[src/rtl/riscv_ctrl_pkg.sv]
// Shared encodings for the RV32I multicycle controller and the ALU it drives.
package riscv_ctrl_pkg;

  typedef enum logic [3:0] {
    S_FETCH, S_DECODE, S_MEMADR, S_MEMREAD, S_MEMWB, S_MEMWRITE,
    S_EXECR, S_EXECI, S_ALUWB, S_BRANCH, S_JAL, S_TRAP
  } state_e;

  typedef enum logic [1:0] {ALUOP_ADD, ALUOP_SUB, ALUOP_FUNCT} aluop_e;

  localparam logic [6:0] OP_LOAD   = 7'b0000011;
  localparam logic [6:0] OP_STORE  = 7'b0100011;
  localparam logic [6:0] OP_RTYPE  = 7'b0110011;
  localparam logic [6:0] OP_ITYPE  = 7'b0010011;
  localparam logic [6:0] OP_BRANCH = 7'b1100011;
  localparam logic [6:0] OP_JAL    = 7'b1101111;

  localparam logic [2:0] ALU_ADD = 3'b000;
  localparam logic [2:0] ALU_SHL = 3'b001;
  localparam logic [2:0] ALU_SUB = 3'b010;
  localparam logic [2:0] ALU_XOR = 3'b100;
  localparam logic [2:0] ALU_SHR = 3'b101;
  localparam logic [2:0] ALU_OR  = 3'b110;
  localparam logic [2:0] ALU_AND = 3'b111;

  localparam logic [1:0] SRC_A_PC    = 2'b00;
  localparam logic [1:0] SRC_A_OLDPC = 2'b01;
  localparam logic [1:0] SRC_A_RS1   = 2'b10;
  localparam logic [1:0] SRC_B_RS2   = 2'b00;
  localparam logic [1:0] SRC_B_IMM   = 2'b01;
  localparam logic [1:0] SRC_B_FOUR  = 2'b10;

  localparam logic [1:0] RES_ALUOUT = 2'b00;
  localparam logic [1:0] RES_RDATA  = 2'b01;
  localparam logic [1:0] RES_ALU    = 2'b10;

  localparam logic [2:0] IMM_I = 3'b000;
  localparam logic [2:0] IMM_S = 3'b001;
  localparam logic [2:0] IMM_B = 3'b010;
  localparam logic [2:0] IMM_J = 3'b011;

  function automatic logic [2:0] imm_sel(input logic [6:0] op);
    case (op)
      OP_STORE:  return IMM_S;
      OP_BRANCH: return IMM_B;
      OP_JAL:    return IMM_J;
      default:   return IMM_I;
    endcase
  endfunction

endpackage

[src/rtl/riscv_alu_decoder.sv]
// Maps ALU operation class plus funct fields to the 3-bit ALU control code.
module riscv_alu_decoder
  import riscv_ctrl_pkg::*;
(
  input  aluop_e     aluop,
  input  logic       is_rtype,
  input  logic [2:0] funct3,
  input  logic       funct7b5,
  output logic [2:0] alu_control,
  output logic       illegal_funct
);

  always_comb begin
    alu_control   = ALU_ADD;
    illegal_funct = 1'b0;
    case (aluop)
      ALUOP_SUB: alu_control = ALU_SUB;
      ALUOP_FUNCT: begin
        case (funct3)
          3'b000: alu_control = (is_rtype && funct7b5) ? ALU_SUB : ALU_ADD;
          3'b001: alu_control = ALU_SHL;
          3'b100: alu_control = ALU_XOR;
          // Arithmetic right shift has no ALU support, so it traps.
          3'b101: begin
            if (funct7b5) illegal_funct = 1'b1;
            else          alu_control   = ALU_SHR;
          end
          3'b110: alu_control = ALU_OR;
          3'b111: alu_control = ALU_AND;
          default: illegal_funct = 1'b1;
        endcase
      end
      default: alu_control = ALU_ADD;
    endcase
  end

endmodule

[src/rtl/riscv_mc_controller.sv]
// Multicycle RV32I control FSM. Define CTRL_BRANCH_EXT_EN to add bne/blt/bge;
// without it only beq is accepted.
module riscv_mc_controller
  import riscv_ctrl_pkg::*;
#(
  parameter bit RESET_STATE_TRAP = 1'b0
) (
  input  logic       clk,
  input  logic       rst_n,
  input  logic [6:0] op,
  input  logic [2:0] funct3,
  input  logic       funct7b5,
  input  logic       zero,
  input  logic       sign,
  input  logic       mem_ready,
  output logic       pc_write,
  output logic       ir_write,
  output logic       adr_src,
  output logic       mem_write,
  output logic       reg_write,
  output logic [1:0] result_src,
  output logic [1:0] alu_src_a,
  output logic [1:0] alu_src_b,
  output logic [2:0] imm_src,
  output logic [2:0] alu_control,
  output logic       illegal
);

  state_e state_q, state_d;
  aluop_e aluop;
  logic   illegal_funct, br_ok, br_taken;
  logic   pc_write_raw, ir_write_raw, mem_write_raw, reg_write_raw;

  riscv_alu_decoder u_alu_dec (
    .aluop        (aluop),
    .is_rtype     (op == OP_RTYPE),
    .funct3       (funct3),
    .funct7b5     (funct7b5),
    .alu_control  (alu_control),
    .illegal_funct(illegal_funct)
  );

  assign imm_src = imm_sel(op);

  // Signed overflow is deliberately ignored: blt/bge trust the raw sign bit.
  always_comb begin
    br_ok    = 1'b0;
    br_taken = 1'b0;
    case (funct3)
      3'b000: begin br_ok = 1'b1; br_taken = zero;  end
`ifdef CTRL_BRANCH_EXT_EN
      3'b001: begin br_ok = 1'b1; br_taken = ~zero; end
      3'b100: begin br_ok = 1'b1; br_taken = sign;  end
      3'b101: begin br_ok = 1'b1; br_taken = ~sign; end
`endif
      default: begin br_ok = 1'b0; br_taken = 1'b0; end
    endcase
  end

`ifndef CTRL_BRANCH_EXT_EN
  logic unused_sign;
  assign unused_sign = sign;
`endif

  always_comb begin
    state_d       = state_q;
    pc_write_raw  = 1'b0;
    ir_write_raw  = 1'b0;
    mem_write_raw = 1'b0;
    reg_write_raw = 1'b0;
    adr_src       = 1'b0;
    result_src    = RES_ALU;
    alu_src_a     = SRC_A_PC;
    alu_src_b     = SRC_B_FOUR;
    aluop         = ALUOP_ADD;
    illegal       = 1'b0;
    case (state_q)
      S_FETCH: begin
        ir_write_raw = mem_ready;
        pc_write_raw = mem_ready;
        if (mem_ready) state_d = S_DECODE;
      end
      // Precompute the branch/jump target into ALUOut while decoding.
      S_DECODE: begin
        alu_src_a = SRC_A_OLDPC;
        alu_src_b = SRC_B_IMM;
        case (op)
          OP_LOAD, OP_STORE: state_d = S_MEMADR;
          OP_RTYPE:          state_d = S_EXECR;
          OP_ITYPE:          state_d = S_EXECI;
          OP_BRANCH:         state_d = S_BRANCH;
          OP_JAL:            state_d = S_JAL;
          default:           state_d = S_TRAP;
        endcase
      end
      S_MEMADR: begin
        alu_src_a = SRC_A_RS1;
        alu_src_b = SRC_B_IMM;
        state_d   = (op == OP_STORE) ? S_MEMWRITE : S_MEMREAD;
      end
      S_MEMREAD: begin
        adr_src = 1'b1;
        if (mem_ready) state_d = S_MEMWB;
      end
      S_MEMWB: begin
        result_src    = RES_RDATA;
        reg_write_raw = 1'b1;
        state_d       = S_FETCH;
      end
      S_MEMWRITE: begin
        adr_src       = 1'b1;
        mem_write_raw = 1'b1;
        if (mem_ready) state_d = S_FETCH;
      end
      S_EXECR, S_EXECI: begin
        alu_src_a = SRC_A_RS1;
        alu_src_b = (state_q == S_EXECR) ? SRC_B_RS2 : SRC_B_IMM;
        aluop     = ALUOP_FUNCT;
        state_d   = illegal_funct ? S_TRAP : S_ALUWB;
      end
      S_ALUWB: begin
        result_src    = RES_ALUOUT;
        reg_write_raw = 1'b1;
        state_d       = S_FETCH;
      end
      S_BRANCH: begin
        alu_src_a    = SRC_A_RS1;
        alu_src_b    = SRC_B_RS2;
        aluop        = ALUOP_SUB;
        result_src   = RES_ALUOUT;
        pc_write_raw = br_ok & br_taken;
        state_d      = br_ok ? S_FETCH : S_TRAP;
      end
      // Jump to the target from DECODE, then link oldPC+4 through ALUWB.
      S_JAL: begin
        alu_src_a    = SRC_A_OLDPC;
        alu_src_b    = SRC_B_FOUR;
        result_src   = RES_ALUOUT;
        pc_write_raw = 1'b1;
        state_d      = S_ALUWB;
      end
      S_TRAP: begin
        illegal = 1'b1;
        state_d = RESET_STATE_TRAP ? S_TRAP : S_FETCH;
      end
      default: state_d = S_FETCH;
    endcase
  end

  // Gating with rst_n kills a pending store in the same cycle reset arrives.
  assign pc_write  = pc_write_raw  & rst_n;
  assign ir_write  = ir_write_raw  & rst_n;
  assign mem_write = mem_write_raw & rst_n;
  assign reg_write = reg_write_raw & rst_n;

  always_ff @(posedge clk or negedge rst_n) begin
    if (!rst_n) state_q <= S_FETCH;
    else        state_q <= state_d;
  end

endmodule

[config.mk]
export PLATFORM = sky130hd
export DESIGN_NAME = riscv_mc_controller
export DESIGN_NICKNAME = d
export VERILOG_FILES = /design/src/rtl/riscv_ctrl_pkg.sv /design/src/rtl/riscv_alu_decoder.sv /design/src/rtl/riscv_mc_controller.sv
export SDC_FILE = /design/constraint.sdc
export NUM_CORES = 1
export LEC_CHECK = 0
export ABC_AREA = 1
export BUFFER_PORTS_ARGS = -buffer_cell sky130_fd_sc_hd__clkbuf_2
export CORE_AREA = 2 2 42 44
export DETAILED_ROUTE_END_ITERATION = 6
export DIE_AREA = 0 0 44 46
export PLACE_DENSITY = 0.78
export SETUP_SLACK_MARGIN = 0.5
export SLEW_MARGIN = 10
export SYNTH_ARGS = -nofsm -noshare
export SYNTH_HDL_FRONTEND = slang
export SYNTH_SLANG_ARGS = --single-unit
[constraint.sdc]
create_clock -name clk -period 2.2 [get_ports clk]
set_clock_uncertainty 0.15 [all_clocks]
set_input_delay 0.33 -clock clk [delete_from_list [all_inputs] [get_ports clk]]
set_output_delay 0.33 -clock clk [all_outputs]
set_load 0.02 [all_outputs]
==> results of run 1 <==
-- worst register-to-register path, cell delays in order (launching register included) --
cell and delay, ns:
dfrtp_2 0.41, inv_2 0.07, nor2_4 0.14, inv_4 0.07, nor2_8 0.10, inv_4 0.05, buf_4 0.13, ha_4 0.17
inv_4 0.06, buf_4 0.10, nor2_1 0.04, nand2_1 0.06, nand2_2 0.07, nor2_1 0.08, nand2_1 0.05, nand2_1 0.05
nand2_1 0.05
-- cell usage in the layout, fill, tap and decap left out, drive strengths merged --
master       instances
nand2               31
clkbuf              27
nor2                23
inv                 22
buf                 20
nand3                7
nand4                6
dfrtp                4
o21ai                4
nor3                 3
ha                   3
nand3b               2
a311oi               2
a21oi                2
o211ai               2
nor3b                1
o31ai                1
a31oi                1
conb                 1
dlygate4sd3          1
-- path summary, 6_finish.rpt --
kind	start	cells after the start	end	slack, ns
setup reg to reg	state_q[3]	16	state_q[0]	0.23
hold reg to reg	state_q[1]	3	state_q[2]	0.51
setup / recovery	state_q[3]	9	alu_control[0]	-0.11
hold / removal	mem_ready	2	state_q[2]	0.18
min in group asynchronous	rst_n	2	state_q[0]	0.32
max in group asynchronous	rst_n	2	state_q[2]	1.39
-- timing repair --
item	4_1_cts	5_1_grt
hold endpoints to repair	4	0
hold buffers	1	0
gates resized for setup	14	37
setup endpoints to repair	15	18
pin swaps	8	7
setup buffers	4	6
-- final cells by class --
cell class | count | area, sq um | share of cell area (%)
clock buffer | 4 | 26.3 | 2.20
inverter | 22 | 95.1 | 7.97
multi-input combinational | 89 | 623 | 52.2
sequential | 4 | 104 | 8.70
tap | 17 | 21.3 | 1.78
timing repair buffer | 44 | 324 | 27.1
-- routing by layer --
layer,routed length [um],GRT usage [%]
met1,890,27.7
met2,1080,34.7
met3,88,4.76
met4,37,7.27
met5,0,0
-- cells by family after synthesis --
family	after synthesis	share of synthesized area, %
other cells	1	0.571
simple gates	73	53.1
buf+inv	23	13.7
fa+ha+maj	3	5.71
flops	4	15.2
compound gates	12	11.6
-- where the power goes --
group,switching [W],internal [W]
Sequential,0.0000467,0.000117
Combinational,0.000723,0.000547
Clock,0.0000313,0.0000681
-- cells in the mapped netlist --
master	count	area (sq um)
nand2_1	29	109
nor2_1	20	75.1
inv_1	15	56.3
inv_2	7	26.3
nand3_1	7	35.0
nand4_1	6	37.5
dfrtp_1	4	100
ha_1	3	37.5
nor3_1	3	15.0
o21ai_0	3	15.0
a21oi_1	2	10.0
a311oi_1	2	17.5
nand2_2	2	12.5
nand3b_1	2	15.0
nor2_4	2	22.5
o211ai_1	2	15.0
a31oi_1	1	6.26
buf_4	1	7.51
conb_1	1	3.75
nor2_8	1	20.0
nor3b_1	1	7.51
o21ai_1	1	5.00
o31ai_1	1	7.51
-- per-stage QoR --
step	setup TNS, ns	std cells	area (sq um)	setup WS, ns	util [%]
2_1_floorplan	0	116	759	0.194	-
3_3_place_gp	0	165	943	0.0738	58.4
3_5_place_dp	0	165	943	0.0458	58.4
4_1_cts	-0.0675	174	1050	-0.0517	65.3
5_1_grt	-0.391	180	1190	-0.190	74.0
6_report	-0.171	180	1190	-0.108	74.0
==> impl_metrics.yaml, run 1 <==
run_status:
  status: "finished with violations"
  violations: "negative setup slack"
sta:
  drv_slew: 0
  rsz0062_at_grt: "true"
  finalCritPeriodShare_pct: 105
  hold_violations: 0
  fin_ws_ns: -0.108
  max_freq_ghz: 0.433
  finalCriticalPeriod_ns: 2.31
  setup_viol: 3
  hold_slack_ns: 0.184
detailed_routing:
  initialDrtViolationCount: 19
  drtAntennaViolNets: 0
  wl_per_cell_um: 11.6
  drc_errors: 0
  viasPerCell: 5.08
  vias: 915
  wirelength_um: 2090
  dr.pass1.iters: 4
critical_path:
  cp-start-kind: "flop"
  crit_chain: "inv_2 > nor2_4 > inv_4 > nor2_8 > inv_4 > ha_4 > nand3_4 > a311oi_4 > clkbuf_8"
  cp_top_family: "flip-flops"
  critPathCaptureType: "primary output"
  slowest_delay_ns: 0.41
  path_max_fanout: 3
  crit_buf_inv: 4
  crit_arrival_ns: 1.83
  crit_required_ns: 1.72
  crit_type: "reg -> out"
  critPathSlowestCell: "dfrtp_2"
  critPathMostFrequentCell: "inv_4"
global_routing:
  grt_start_max_net_pins: 7
  antenna_found_initial: 0
  grt_pass1_wl_um: 3230
  first_global_vias: 787
  grt-ovfl-total: 0
  track_usage_pct: 21.3
synth:
  ys_seq_elements: 4
  ys_types: 23
  syn_area_per_cell_sq_um: 5.66
  syn_inst: 116
  seq_area_frac_synth_pct: 15.2
  yosys_warnings: 0
  syn_area_sq_um: 657
  syn_nets: 135
floorplanning:
  die_x_um: 44
  core_sq_um: 1610
  num_io_pins: 34
  start_util_pct: 40.7
  num_rows: 15
  die_h_um: 46
  dieArea_sq_um: 2020
layout:
  final_nets: 183
  drive_gt1_share_pct: 51.5
  diodes: 0
  largest_register_ffs: 4
  fillCellCount: 135
  synthToLayoutAreaGrowth_pct: 81.7
  reg_top3: "state_q x4"
  max_flop_register: "state_q"
min_path:
  hold_class: "in -> reg"
clock_network:
  root_buffer: "clkbuf_4"
  clk_pin_slew_ns: 0.04
  cts.sinks: 4
  clk_latency_ns: 0.24
  cts_buffers: 3
  cts_tree: "built"
  cts_buffer_depth: 2
  htreeDepth: 1
power_and_ir_drop:
  power_density_nw_per_um2: 1280
  p_total_w: 0.00153
  ir_drop_v: 0.000753
  leakage_nw: 0.610
placed_design:
  gp_congestion: 0.836
  portBuffers: 31
  dp_hpwl_um: 1520
flow_run:
  cap_violations: 0
Note: power is estimated with default switching activity, not from simulation.
==> run 2, diff against run 1 <==
==> constraint.sdc (replaced) <==
create_clock -name clk -period 2.5 [get_ports clk]
set_clock_uncertainty 0.15 [all_clocks]
set_input_delay 0.375 -clock clk [delete_from_list [all_inputs] [get_ports clk]]
set_output_delay 0.375 -clock clk [all_outputs]
set_load 0.02 [all_outputs]
==> impl_metrics.yaml, run 2 (synthesis results as in run 1) <==
run_status:
  status: "complete, no violations"
floorplanning:
  num_rows: 15
  die_x_um: 44
  start_util_pct: 40.7
  dieArea_sq_um: 2020
  core_sq_um: 1610
  die_h_um: 46
  num_io_pins: 34
detailed_routing:
  viasPerCell: 5.51
  drc_errors: 0
  dr.pass1.iters: 4
  vias: 1020
  wirelength_um: 2470
  initialDrtViolationCount: 36
  drtAntennaViolNets: 0
  wl_per_cell_um: 13.3
critical_path:
  critPathCaptureType: "primary output"
  path_max_fanout: 3
  crit_arrival_ns: 1.80
  crit_required_ns: 1.98
  cp-start-kind: "flop"
  crit_type: "reg -> out"
layout:
  diodes: 0
  synthToLayoutAreaGrowth_pct: 75.4
  fillCellCount: 111
  max_flop_register: "state_q"
  drive_gt1_share_pct: 50.0
  final_common_cell: "nand2_1"
  fin_util_pct: 71.4
  reg_top3: "state_q x4"
  largest_register_ffs: 4
  final_cell_mix: "nand2_1 (28), clkbuf_2 (22), buf_4 (19)"
  final_nets: 189
flow_run:
  cap_violations: 0
power_and_ir_drop:
  power_density_nw_per_um2: 1130
  ir_drop_v: 0.000530
  p_total_w: 0.00130
  leakage_nw: 0.623
placed_design:
  gp_congestion: 0.822
  portBuffers: 31
  dp_hpwl_um: 1440
sta:
  tns_ns: 0
  rsz0062_at_grt: "true"
  setup_viol: 0
  finalCriticalPeriod_ns: 2.32
  max_freq_ghz: 0.431
  hold_slack_ns: 0.241
  hold_violations: 0
  finalCritPeriodShare_pct: 92.9
  drv_slew: 0
clock_network:
  clk_pin_slew_ns: 0.04
  cts_tree: "built"
  root_buffer: "clkbuf_4"
  htreeDepth: 1
  cts_buffers: 3
  cts.sinks: 4
  clk_latency_ns: 0.23
  cts_buffer_depth: 2
global_routing:
  track_usage_pct: 19.9
  grt_pass1_wl_um: 3030
  first_global_vias: 814
  grt-ovfl-total: 0
  grt_start_max_net_pins: 7
  antenna_found_initial: 0
min_path:
  hold_class: "in -> reg"
run 2: changes by cell type in the layout (fill, tap and decap cells not counted), sizes merged:
cell	before	now
buf	20	26
clkbuf	27	26
run 2: power by group:
| group | leakage (nW) | internal, W | switching, W | total, W |
|---|---|---|---|---|
| sequential | 0.0477 | 0.000101 | 0.0000364 | 0.000138 |
| combinational | 0.561 | 0.000445 | 0.000639 | 0.00108 |
| clock | 0.0138 | 0.0000534 | 0.0000225 | 0.0000759 |
| total | 0.623 | 0.000600 | 0.000698 | 0.00130 |
run 2: worst max-delay path, cell delays in order, from the launching register on:
cell,delay (ns)
dfrtp_1,0.42
buf_6,0.14
nor2_4,0.15
nand2_4,0.09
ha_4,0.28
nand3_4,0.07
a311oi_2,0.23
buf_4,0.19
run 2: per-stage QoR:
stage | instances | area, sq um | worst slack (ns)
5_1_grt | 185 | 1150 | 0.147
3_5_place_dp | 163 | 848 | 0.269
3_3_place_gp | 163 | 848 | 0.322
6_report | 185 | 1150 | 0.178
4_1_cts | 177 | 1040 | 0.156
2_1_floorplan | 116 | 679 | 0.384
run 2: worst paths after layout:
check | from | endpoint | slack, ns | cells past startpoint
worst max-delay path | state_q[3] | alu_control[0] | 0.18 | 7
min in group asynchronous | rst_n | state_q[0] | 0.41 | 2
worst min-delay path | mem_ready | state_q[2] | 0.24 | 2
max in group asynchronous | rst_n | state_q[2] | 1.60 | 2
worst min register to register | state_q[2] | state_q[1] | 0.56 | 3
worst max register to register | state_q[3] | state_q[0] | 0.71 | 15
run 2: area by class of cell:
type / instances / area, sq um / area share [%]
Sequential cell: 4 / 103 / 8.90
Timing Repair Buffer: 50 / 337 / 29.2
Inverter: 22 / 90.1 / 7.82
Multi-Input combinational cell: 89 / 579 / 50.3
Tap cell: 17 / 21.3 / 1.85
Clock buffer: 3 / 22.5 / 1.95
run 2: per-layer routing:
layer / share of wire (%) / GRT usage (%) / up-vias
met2: 53 / 38.8 / 59
met5: 0 / 0 / -
li1: - / - / 485
met3: 5.5 / 3.97 / 14
met1: 38 / 20.9 / 462
met4: 3.3 / 6.67 / 0
run 2: what timing repair did:
| item | CTS | global route |
|---|---|---|
| hold buffers | 1 | 0 |
| gates resized for setup | 23 | 23 |
| endpoints found under the setup margin | 7 | 12 |
| hold endpoints to repair | 4 | 0 |
| buffers inserted | 10 | 8 |
| pin swaps | 10 | 12 |
